<file path="src/rtl/fetch_pkg.sv">
// rtl/fetch_pkg.sv - shared types and constants for the instruction-fetch front end
//
// Contents:
//   fetch_state_t    : fetch FSM states (REQ, DROP, HOLD)
//   NOP_INSTR        : instruction placed in IF/ID when it holds no live instruction
//   DEFAULT_RESET_PC : default PC loaded at reset
package fetch_pkg;

  typedef enum logic [1:0] {
    REQ  = 2'd0,
    DROP = 2'd1,
    HOLD = 2'd2
  } fetch_state_t;

  localparam logic [31:0] NOP_INSTR        = 32'h0000_0013;
  localparam logic [31:0] DEFAULT_RESET_PC = 32'h0000_0000;

endpackage

</file>
<file path="src/rtl/ifid_reg.sv">
// rtl/ifid_reg.sv - IF/ID pipeline register with load, hold and flush
//
// Ports:
//   clk, reset         : clock, asynchronous active-high reset
//   load               : capture pc_in/instr_in as a live instruction
//   flush              : invalidate the register (wins over load)
//   pc_in, instr_in    : instruction being loaded
//   valid, pc, instr   : register contents; instr is NOP whenever valid=0
// Neither load nor flush asserted means hold.
module ifid_reg
  import fetch_pkg::*;
#(
  parameter int Width  = 32,
  parameter int IWidth = 32
) (
  input  logic              clk,
  input  logic              reset,
  input  logic              load,
  input  logic              flush,
  input  logic [Width-1:0]  pc_in,
  input  logic [IWidth-1:0] instr_in,
  output logic              valid,
  output logic [Width-1:0]  pc,
  output logic [IWidth-1:0] instr
);

  always_ff @(posedge clk or posedge reset) begin
    if (reset) begin
      valid <= 1'b0;
      pc    <= '0;
      instr <= IWidth'(NOP_INSTR);
    end else if (flush) begin
      // pc is left as-is; only valid/instr carry meaning for a bubble
      valid <= 1'b0;
      instr <= IWidth'(NOP_INSTR);
    end else if (load) begin
      valid <= 1'b1;
      pc    <= pc_in;
      instr <= instr_in;
    end
  end

endmodule

</file>
<file path="src/rtl/fetch_unit.sv">
// rtl/fetch_unit.sv - instruction fetch: PC register, imem handshake, IF/ID load
//
// Ports:
//   clk, reset                       : clock, asynchronous active-high reset
//   PC_next, redirect                : next PC and flush from the PC-select mux
//   stall                            : decode stall from the hazard unit
//   PC_added                         : pc_q + 4 (wrapping), back to the PC-select mux
//   imem_req, imem_addr              : fetch request and address (= pc_q)
//   imem_valid, imem_rdata           : one-cycle response strobe and data
//   ifid_valid, ifid_pc, ifid_instr  : IF/ID register contents
//   perf_fetched, perf_squashed      : saturating event counters (FETCH_PERF_EN only)
// Optional build macro: FETCH_PERF_EN adds the two performance counters.
module fetch_unit
  import fetch_pkg::*;
#(
  parameter int               Width    = 32,
  parameter int               IWidth   = 32,
  parameter logic [Width-1:0] RESET_PC = Width'(DEFAULT_RESET_PC)
) (
  input  logic              clk,
  input  logic              reset,
  input  logic [Width-1:0]  PC_next,
  input  logic              redirect,
  input  logic              stall,
  output logic [Width-1:0]  PC_added,
  output logic              imem_req,
  output logic [Width-1:0]  imem_addr,
  input  logic              imem_valid,
  input  logic [IWidth-1:0] imem_rdata,
`ifdef FETCH_PERF_EN
  output logic [31:0]       perf_fetched,
  output logic [31:0]       perf_squashed,
`endif
  output logic              ifid_valid,
  output logic [Width-1:0]  ifid_pc,
  output logic [IWidth-1:0] ifid_instr
);

  fetch_state_t      state_q, state_d;
  logic [Width-1:0]  pc_q, pc_d;
  logic [Width-1:0]  pend_q, pend_d;
  logic [Width-1:0]  buf_pc_q;
  logic [IWidth-1:0] buf_instr_q;
  logic              buf_load;
  logic              ifid_load, ifid_flush;
  logic [Width-1:0]  ld_pc;
  logic [IWidth-1:0] ld_instr;
  logic              squash;

  assign imem_req  = (state_q != HOLD);
  assign imem_addr = pc_q;
  assign PC_added  = pc_q + Width'(4);

  always_ff @(posedge clk or posedge reset) begin
    if (reset) begin
      state_q     <= REQ;
      pc_q        <= RESET_PC;
      pend_q      <= '0;
      buf_pc_q    <= '0;
      buf_instr_q <= IWidth'(NOP_INSTR);
    end else begin
      state_q <= state_d;
      pc_q    <= pc_d;
      pend_q  <= pend_d;
      if (buf_load) begin
        buf_pc_q    <= pc_q;
        buf_instr_q <= imem_rdata;
      end
    end
  end

  always_comb begin
    state_d    = state_q;
    pc_d       = pc_q;
    pend_d     = pend_q;
    buf_load   = 1'b0;
    ifid_load  = 1'b0;
    ifid_flush = 1'b0;
    ld_pc      = pc_q;
    ld_instr   = imem_rdata;
    squash     = 1'b0;
    case (state_q)
      REQ: begin
        if (imem_valid) begin
          if (redirect) begin
            pc_d       = PC_next;
            ifid_flush = 1'b1;
            squash     = 1'b1;
          end else if (stall) begin
            buf_load = 1'b1;
            state_d  = HOLD;
          end else begin
            ifid_load = 1'b1;
            pc_d      = PC_next;
          end
        end else if (redirect) begin
          // pc_q must stay on the address in flight until its response returns
          pend_d     = PC_next;
          ifid_flush = 1'b1;
          state_d    = DROP;
        end else begin
          ifid_flush = !stall;
        end
      end
      DROP: begin
        if (redirect) pend_d = PC_next;
        ifid_flush = redirect || !stall;
        if (imem_valid) begin
          squash  = 1'b1;
          pc_d    = redirect ? PC_next : pend_q;
          state_d = REQ;
        end
      end
      HOLD: begin
        if (redirect) begin
          ifid_flush = 1'b1;
          squash     = 1'b1;
          pc_d       = PC_next;
          state_d    = REQ;
        end else if (!stall) begin
          ifid_load = 1'b1;
          ld_pc     = buf_pc_q;
          ld_instr  = buf_instr_q;
          pc_d      = PC_next;
          state_d   = REQ;
        end
      end
      default: state_d = REQ;
    endcase
  end

  ifid_reg #(
    .Width (Width),
    .IWidth(IWidth)
  ) u_ifid (
    .clk     (clk),
    .reset   (reset),
    .load    (ifid_load),
    .flush   (ifid_flush),
    .pc_in   (ld_pc),
    .instr_in(ld_instr),
    .valid   (ifid_valid),
    .pc      (ifid_pc),
    .instr   (ifid_instr)
  );

`ifdef FETCH_PERF_EN
  always_ff @(posedge clk or posedge reset) begin
    if (reset) begin
      perf_fetched  <= '0;
      perf_squashed <= '0;
    end else begin
      if (ifid_load && perf_fetched != '1) perf_fetched <= perf_fetched + 32'd1;
      if (squash && perf_squashed != '1) perf_squashed <= perf_squashed + 32'd1;
    end
  end
`else
  // squash only feeds the counters; keep it referenced in the default build
  logic unused_squash;
  assign unused_squash = squash;
`endif

endmodule

</file>
<file path="config.mk">
export PLATFORM = sky130hd
export DESIGN_NAME = fetch_unit
export DESIGN_NICKNAME = d
export VERILOG_FILES = /design/src/rtl/fetch_pkg.sv /design/src/rtl/ifid_reg.sv /design/src/rtl/fetch_unit.sv
export SDC_FILE = /design/constraint.sdc
export NUM_CORES = 1
export LEC_CHECK = 0
export ABC_AREA = 1
export CORE_UTILIZATION = 30
export CTS_CLUSTER_SIZE = 25
export DETAILED_ROUTE_END_ITERATION = 12
export SETUP_SLACK_MARGIN = 0.4
export SYNTH_ARGS = -nofsm -noshare
export SYNTH_HDL_FRONTEND = slang
export SYNTH_SLANG_ARGS = --single-unit
</file>
<file path="constraint.sdc">
create_clock -name clk -period 6.82 [get_ports clk]
set_input_delay 1.023 -clock clk [delete_from_list [all_inputs] [get_ports clk]]
set_output_delay 1.023 -clock clk [all_outputs]
set_load 0.05 [all_outputs]
</file>
==> impl_metrics.py, run 1 <==
metrics = {
    "clocking": {
        "root_buffer": "clkbuf_16",
        "post_cts_buffers": 0,
        "cts_made_buffers": 17,
        "cts_tree": "done",
        "ctsResizeCount": 0,
        "cts_hold_buffers": 0,
        "cts.sinks": 195,
        "clock_latency_ns": 0.44,
        "ctsLongestPathBuffers": 2,
        "clk_pin_slew_ns": 0.07,
        "htree_levels": 4,
    },
    "sta": {
        "tightestPinTransition_ns": 1.007,
        "max_freq_mhz": 247.3,
        "slew_violations": 0,
        "min_period_ns": 4.044,
        "setup_tns_ns": 0,
        "setup_viol": 0,
        "finalHoldViolCount": 0,
        "timing.final.ws_setup_ns": 2.776,
        "rsz0062_at_grt": "false",
        "timing.final.crit_share_pct": 59.29,
        "slew_headroom_pct": 32.64,
        "skew_ns": 0.01465,
    },
    "setup_path": {
        "critPathKind": "reg2out",
        "critical_path.max_stage_delay_ns": 0.81,
        "endpoint_kind": "primary output",
        "crit_fanout": 5,
        "worst-path-buf-inv": 1,
        "path_cells": "ha_1 > nand2_1 > nor2_1 > nand2_1 > nor2_1 > nand3_1 > nand2_1 > clkdlybuf4s50_1",
        "cpMaxStageDelayCell": "clkdlybuf4s50_1",
        "crit_family": "simple AND/OR/NAND/NOR gates",
        "start_kind": "flop",
        "critical_path_required_ns": 5.80,
        "cp.arrival_ns": 3.02,
        "crit_top_cell": "nand2_1",
    },
    "synthesis": {
        "yosysWarnings": 0,
        "yosysUniqueCellTypes": 24,
        "synth_nets": 1371,
        "synth.avg_cell_area_um2": 7.408,
        "syn_area_mm2": 0.009638,
        "synth_seq_area_share_pct": 50.71,
        "syn_inst": 1301,
        "synth-seq-cells": 195,
    },
    "cells_and_area": {
        "layout-drive-gt1-share_pct": 4.428,
        "final_cells": 1870,
        "mostFrequentLayoutCells": "nand2_1 (528), o21ai_0 (219), clkdlybuf4s50_1 (197)",
        "diodes": 0,
        "layout_commonest_cell": "nand2_1",
        "syn2layout_area_growth_pct": 28.82,
        "nNetsFinal": 1525,
    },
    "grt": {
        "grt_overflow_total": 0,
        "grt_pass1_vias": 8149,
        "antenna_found_initial": 0,
        "track_usage_pct": 17.97,
        "grt_pass1_wl_um": 45970,
        "grt_max_degree": 104,
    },
    "route": {
        "drc_errors": 0,
        "vias_per_cell": 4.632,
        "wl_per_cell_um": 15.51,
        "first_pass_iters": 5,
        "routed_wl_um": 29010,
        "vias": 8662,
        "drtIter0Drc": 749,
        "drtAntennaViolNets": 0,
    },
    "floorplan": {
        "rows": 65,
        "floorplan.initialDensity_pct": 30.54,
        "io_pins": 199,
        "die_w_um": 181.2,
        "core_mm2": 0.03156,
        "die_h_um": 181.2,
        "dieArea_mm2": 0.03285,
    },
    "placed_design": {
        "hpwl_um": 20670,
        "place.gp.congestion": 0.8646,
        "io_buffer_count": 198,
        "dp_worst_setup_slack_ns": 3.210,
        "dp.cells": 1838,
    },
    "pwr": {
        "clkPwrFrac_pct": 24.4,
        "comb_power_share_pct": 36.4,
        "p_int_mw": 2.384,
        "switchingPower_mw": 1.652,
        "peakVddDrop_mv": 0.1424,
        "switching_share_pct": 40.94,
        "powerDensity_mw_per_mm2": 325.1,
        "p_seq_share_pct": 39.2,
        "leakage_nw": 6.006,
        "fin_total_pwr_mw": 4.036,
    },
    "job": {
        "cap_violations": 0,
    },
    "worst_hold_path": {
        "min_path_type": "reg2reg",
    },
    "status": {
        "status": "complete, no violations",
    },
}
metal layers:
layer | up-vias | wire length, µm | track usage (%)
met5 | - | 0 | 0
met4 | 0 | 583 | 6.034
met3 | 34 | 1130 | 2.862
met2 | 203 | 13050 | 27.11
met1 | 4034 | 14240 | 26.04
li1 | 4391 | - | -
worst paths after layout:
check,from,endpoint,slack (ns),cells past startpoint
max in group asynchronous,reset,imem_addr[3],4.52,3
max reg2reg,state_q[0],pend_q[23],4.18,6
min reg2reg,buf_instr_q[1],buf_instr_q[1],0.48,2
min in group asynchronous,reset,u_ifid.pc[6],1.10,2
max,imem_addr[2],PC_added[24],2.78,8
min,buf_instr_q[1],buf_instr_q[1],0.48,2
worst reg2reg max path: cells and delay by family, from the launching register on:
family | cells | cell delay, ns
buf+inv | 3 | 0.86
simple gates | 2 | 0.77
compound gates | 1 | 0.46
flops | 1 | 0.44
power by group through the flow:
stage | Sequential [mW] | Clock [mW] | Combinational, mW
4_1_cts | 1.58 | 1.01 | 1.48
5_1_grt | 1.62 | 1.05 | 1.58
2_1_floorplan | 1.93 | 0 | 0.597
6_report | 1.58 | 0.984 | 1.47
3_3_place_gp | 1.60 | 0 | 1.46
3_5_place_dp | 1.61 | 0 | 1.48
cells by family (layout without fill, tap and decap cells):
| kind of cell | after synthesis | count (layout) | share of synthesized area, % |
|---|---|---|---|
| flip-flops | 195 | 195 | 50.71 |
| buffers and inverters | 188 | 355 | 8.308 |
| XOR/XNOR | 12 | 12 | 1.090 |
| adder cells (fa/ha/maj) | 1 | 1 | 0.1298 |
| AND/OR/NAND/NOR | 639 | 639 | 25.95 |
| AO/OA/AOI/OAI | 266 | 266 | 13.81 |
registers in the layout (all words and copies together), names as in the netlist:
| register | cells |
|---|---|
| buf_pc_q | 32 |
| u_ifid.pc | 32 |
| state_q | 2 |
| buf_instr_q | 32 |
| imem_addr | 32 |
| pend_q | 32 |
| u_ifid.valid | 1 |
| u_ifid.instr | 32 |
Yosys cell counts:
| cell | instances | area share (%) |
|---|---|---|
| a21oi_1 | 4 | 0.21 |
| buf_6 | 1 | 0.12 |
| buf_4 | 11 | 0.86 |
| o21ai_1 | 43 | 2.2 |
| xor2_1 | 12 | 1.1 |
| dfrtp_1 | 189 | 49 |
| ha_1 | 1 | 0.13 |
| inv_2 | 5 | 0.19 |
| nand3b_1 | 1 | 0.078 |
| nand4_1 | 4 | 0.26 |
| dfstp_2 | 6 | 1.6 |
| clkbuf_2 | 2 | 0.10 |
| nor2_2 | 2 | 0.13 |
| clkinv_2 | 1 | 0.052 |
| nand3_1 | 44 | 2.3 |
| nor2_4 | 2 | 0.23 |
| nand3_2 | 1 | 0.10 |
| nor2_1 | 54 | 2.1 |
| buf_2 | 34 | 1.8 |
| o21ai_0 | 219 | 11 |
| inv_1 | 109 | 4.2 |
| clkbuf_1 | 25 | 0.97 |
| nand2_1 | 528 | 21 |
| nand2_2 | 3 | 0.19 |
area by class of cell:
class / instances / area, µm²
Sequential cell: 195 / 4887
Clock inverter: 13 / 125.1
Inverter: 115 / 440.4
Multi-Input combinational cell: 918 / 3965
Fill cell: 3207 / 19140
Timing Repair Buffer: 208 / 2052
Tap cell: 402 / 503.0
Clock buffer: 19 / 442.9
stage by stage:
stage | hold WS (ns) | utilization [%] | cell area, µm²
4_1_cts | 0.4790 | 39.35 | 12420
6_report | 0.4771 | 39.35 | 12420
5_1_grt | 0.5010 | 39.35 | 12420
3_3_place_gp | 0.4616 | 37.55 | 11850
2_1_floorplan | 0.4479 | - | 9638
3_5_place_dp | 0.4679 | 37.55 | 11850
(Power assumes the default switching activity.)
==> run 2: changes to the inputs <==
==> constraint.sdc (replaced) <==
create_clock -name clk -period 4 [get_ports clk]
set_input_delay 0.6 -clock clk [delete_from_list [all_inputs] [get_ports clk]]
set_output_delay 0.6 -clock clk [all_outputs]
set_load 0.05 [all_outputs]
==> run 2 against run 1 <==
Against the previous run: total power up 71%; sequential share of layout area decreased by 0.20 points; clock power up 71%.
==> impl_metrics.py, run 2 (synthesized netlist as in run 1, its figures left out) <==
metrics = {
    "status": {
        "status": "complete, no violations",
    },
    "clocking": {
        "cts.sinks": 195,
        "clk_pin_slew_ns": 0.08,
        "clock_latency_ns": 0.44,
        "ctsLongestPathBuffers": 2,
        "cts_made_buffers": 17,
        "root_buffer": "clkbuf_16",
        "cts_hold_buffers": 0,
        "post_cts_buffers": 0,
        "ctsResizeCount": 0,
        "htree_levels": 4,
        "cts_tree": "done",
    },
    "grt": {
        "grt_pass1_vias": 8240,
        "grt_pass1_wl_um": 46820,
        "grt_overflow_total": 0,
        "antenna_found_initial": 0,
        "track_usage_pct": 18.38,
        "grt_max_degree": 130,
    },
    "pwr": {
        "leakage_nw": 6.083,
        "switching_share_pct": 41.85,
        "p_int_mw": 4.011,
        "comb_power_share_pct": 36.7,
        "clkPwrFrac_pct": 24.3,
        "p_seq_share_pct": 38.9,
        "switchingPower_mw": 2.887,
        "powerDensity_mw_per_mm2": 552.7,
        "peakVddDrop_mv": 0.2315,
    },
    "placed_design": {
        "dp.cells": 1840,
        "hpwl_um": 21030,
        "place.gp.congestion": 0.8859,
        "io_buffer_count": 198,
    },
    "sta": {
        "slew_violations": 0,
        "rsz0062_at_grt": "false",
        "skew_ns": 0.01309,
        "slew_headroom_pct": 22.74,
        "finalHoldViolCount": 0,
        "timing.final.crit_share_pct": 83.51,
        "setup_tns_ns": 0,
        "tightestPinTransition_ns": 1.159,
        "min_period_ns": 3.341,
        "max_freq_mhz": 299.4,
        "setup_viol": 0,
    },
    "cells_and_area": {
        "syn2layout_area_growth_pct": 29.48,
        "layout_commonest_cell": "nand2_1",
        "final_cells": 1872,
        "nNetsFinal": 1527,
        "layout-drive-gt1-share_pct": 4.626,
        "fillers": 3227,
        "diodes": 0,
        "mostFrequentLayoutCells": "nand2_1 (528), o21ai_0 (219), clkdlybuf4s50_1 (192)",
    },
    "setup_path": {
        "endpoint_kind": "primary output",
        "critical_path.max_stage_delay_ns": 0.80,
        "worst-path-buf-inv": 2,
        "path_cells": "ha_1 > nand2_1 > nor2_1 > nand2_1 > inv_1 > nand3_1 > nand2_1 > clkdlybuf4s50_1",
        "crit_family": "buffers and inverters",
        "start_kind": "flop",
        "crit_fanout": 5,
        "critPathKind": "reg2out",
        "cpMaxStageDelayCell": "clkdlybuf4s50_1",
        "r2r_setup_slack_ns": 1.35,
        "critical_path_required_ns": 3.40,
        "crit_top_cell": "nand2_1",
        "cp.arrival_ns": 2.74,
    },
    "job": {
        "cap_violations": 0,
    },
    "floorplan": {
        "io_pins": 199,
        "die_w_um": 181.2,
        "dieArea_mm2": 0.03285,
        "rows": 65,
        "die_h_um": 181.2,
        "floorplan.initialDensity_pct": 30.54,
        "core_mm2": 0.03156,
    },
    "route": {
        "wl_per_cell_um": 15.77,
        "drtAntennaViolNets": 0,
        "drc_errors": 0,
        "vias": 8715,
        "vias_per_cell": 4.655,
        "drtIter0Drc": 707,
        "routed_wl_um": 29520,
        "first_pass_iters": 5,
    },
    "worst_hold_path": {
        "min_path_type": "in2async",
    },
}
[run 2: cell types whose count changed in the layout (fill, tap and decap cells not counted), sizes merged]
cell | before | now
buf | 11 | 13
bufinv | 1 | 0
clkbuf | 19 | 17
clkdlybuf4s50 | 197 | 192
clkinv | 8 | 7
clkinvlp | 1 | 2
dlymetal6s2s | 0 | 5
inv | 118 | 121
[run 2: cell type report]
class / instances / area [µm²] / share of cell area, %
Clock buffer: 17 / 425.4 / 3.409
Clock inverter: 15 / 145.1 / 1.163
Inverter: 115 / 436.7 / 3.499
Multi-Input combinational cell: 918 / 3965 / 31.77
Sequential cell: 195 / 4887 / 39.16
Tap cell: 402 / 503.0 / 4.030
Timing Repair Buffer: 210 / 2117 / 16.96
[run 2: worst paths after layout]
kind / from / to / cells past startpoint
worst max-delay path: imem_addr[2] / PC_added[26] / 8
worst min-delay path: reset / u_ifid.instr[26] / 2
worst max register to register: state_q[0] / pend_q[20] / 6
worst min register to register: buf_instr_q[4] / buf_instr_q[4] / 2
max in group asynchronous: reset / imem_addr[31] / 3
min in group clk: buf_instr_q[4] / buf_instr_q[4] / 2
[run 2: power by group through the flow]
stage                     clock network, mW  registers [mW]  logic (mW)
after global routing                   1.80            2.74        2.74
after CTS                              1.73            2.68        2.56
after detailed placement                  0            2.72        2.55
after global placement                    0            2.71        2.53
after floorplan                           0            3.29        1.02
final                                  1.68            2.68        2.53
[run 2: per-stage QoR]
step / total power, mW / utilization [%] / hold WS (ns) / setup slack (ns) / instance area [µm²]
after floorplan: 4.311 / - / 0.4479 / 0.8865 / 9642
after global placement: 5.236 / 37.70 / 0.4608 / 0.9455 / 11900
after detailed placement: 5.268 / 37.70 / 0.4672 / 0.9147 / 11900
after CTS: 6.967 / 39.51 / 0.4600 / 0.4173 / 12470
after global routing: 7.278 / 39.55 / 0.4810 / 0.4522 / 12480
final: 6.898 / 39.55 / 0.4712 / 0.6594 / 12480
[run 2: worst reg2reg max path: stages, from the launching register on]
cell and delay [ns]:
dfrtp_1 0.44, inv_2 0.09, nor2_2 0.04, buf_4 0.25
inv_2 0.53, nand2_2 0.75, o21ai_0 0.46
[run 2: layer usage]
layer  global-route usage, %  share of wire [%]
met1                   26.56                 48
met2                   28.05                 45
met3                   2.762                4.2
met4                   5.966                2.0
met5                       0                  0
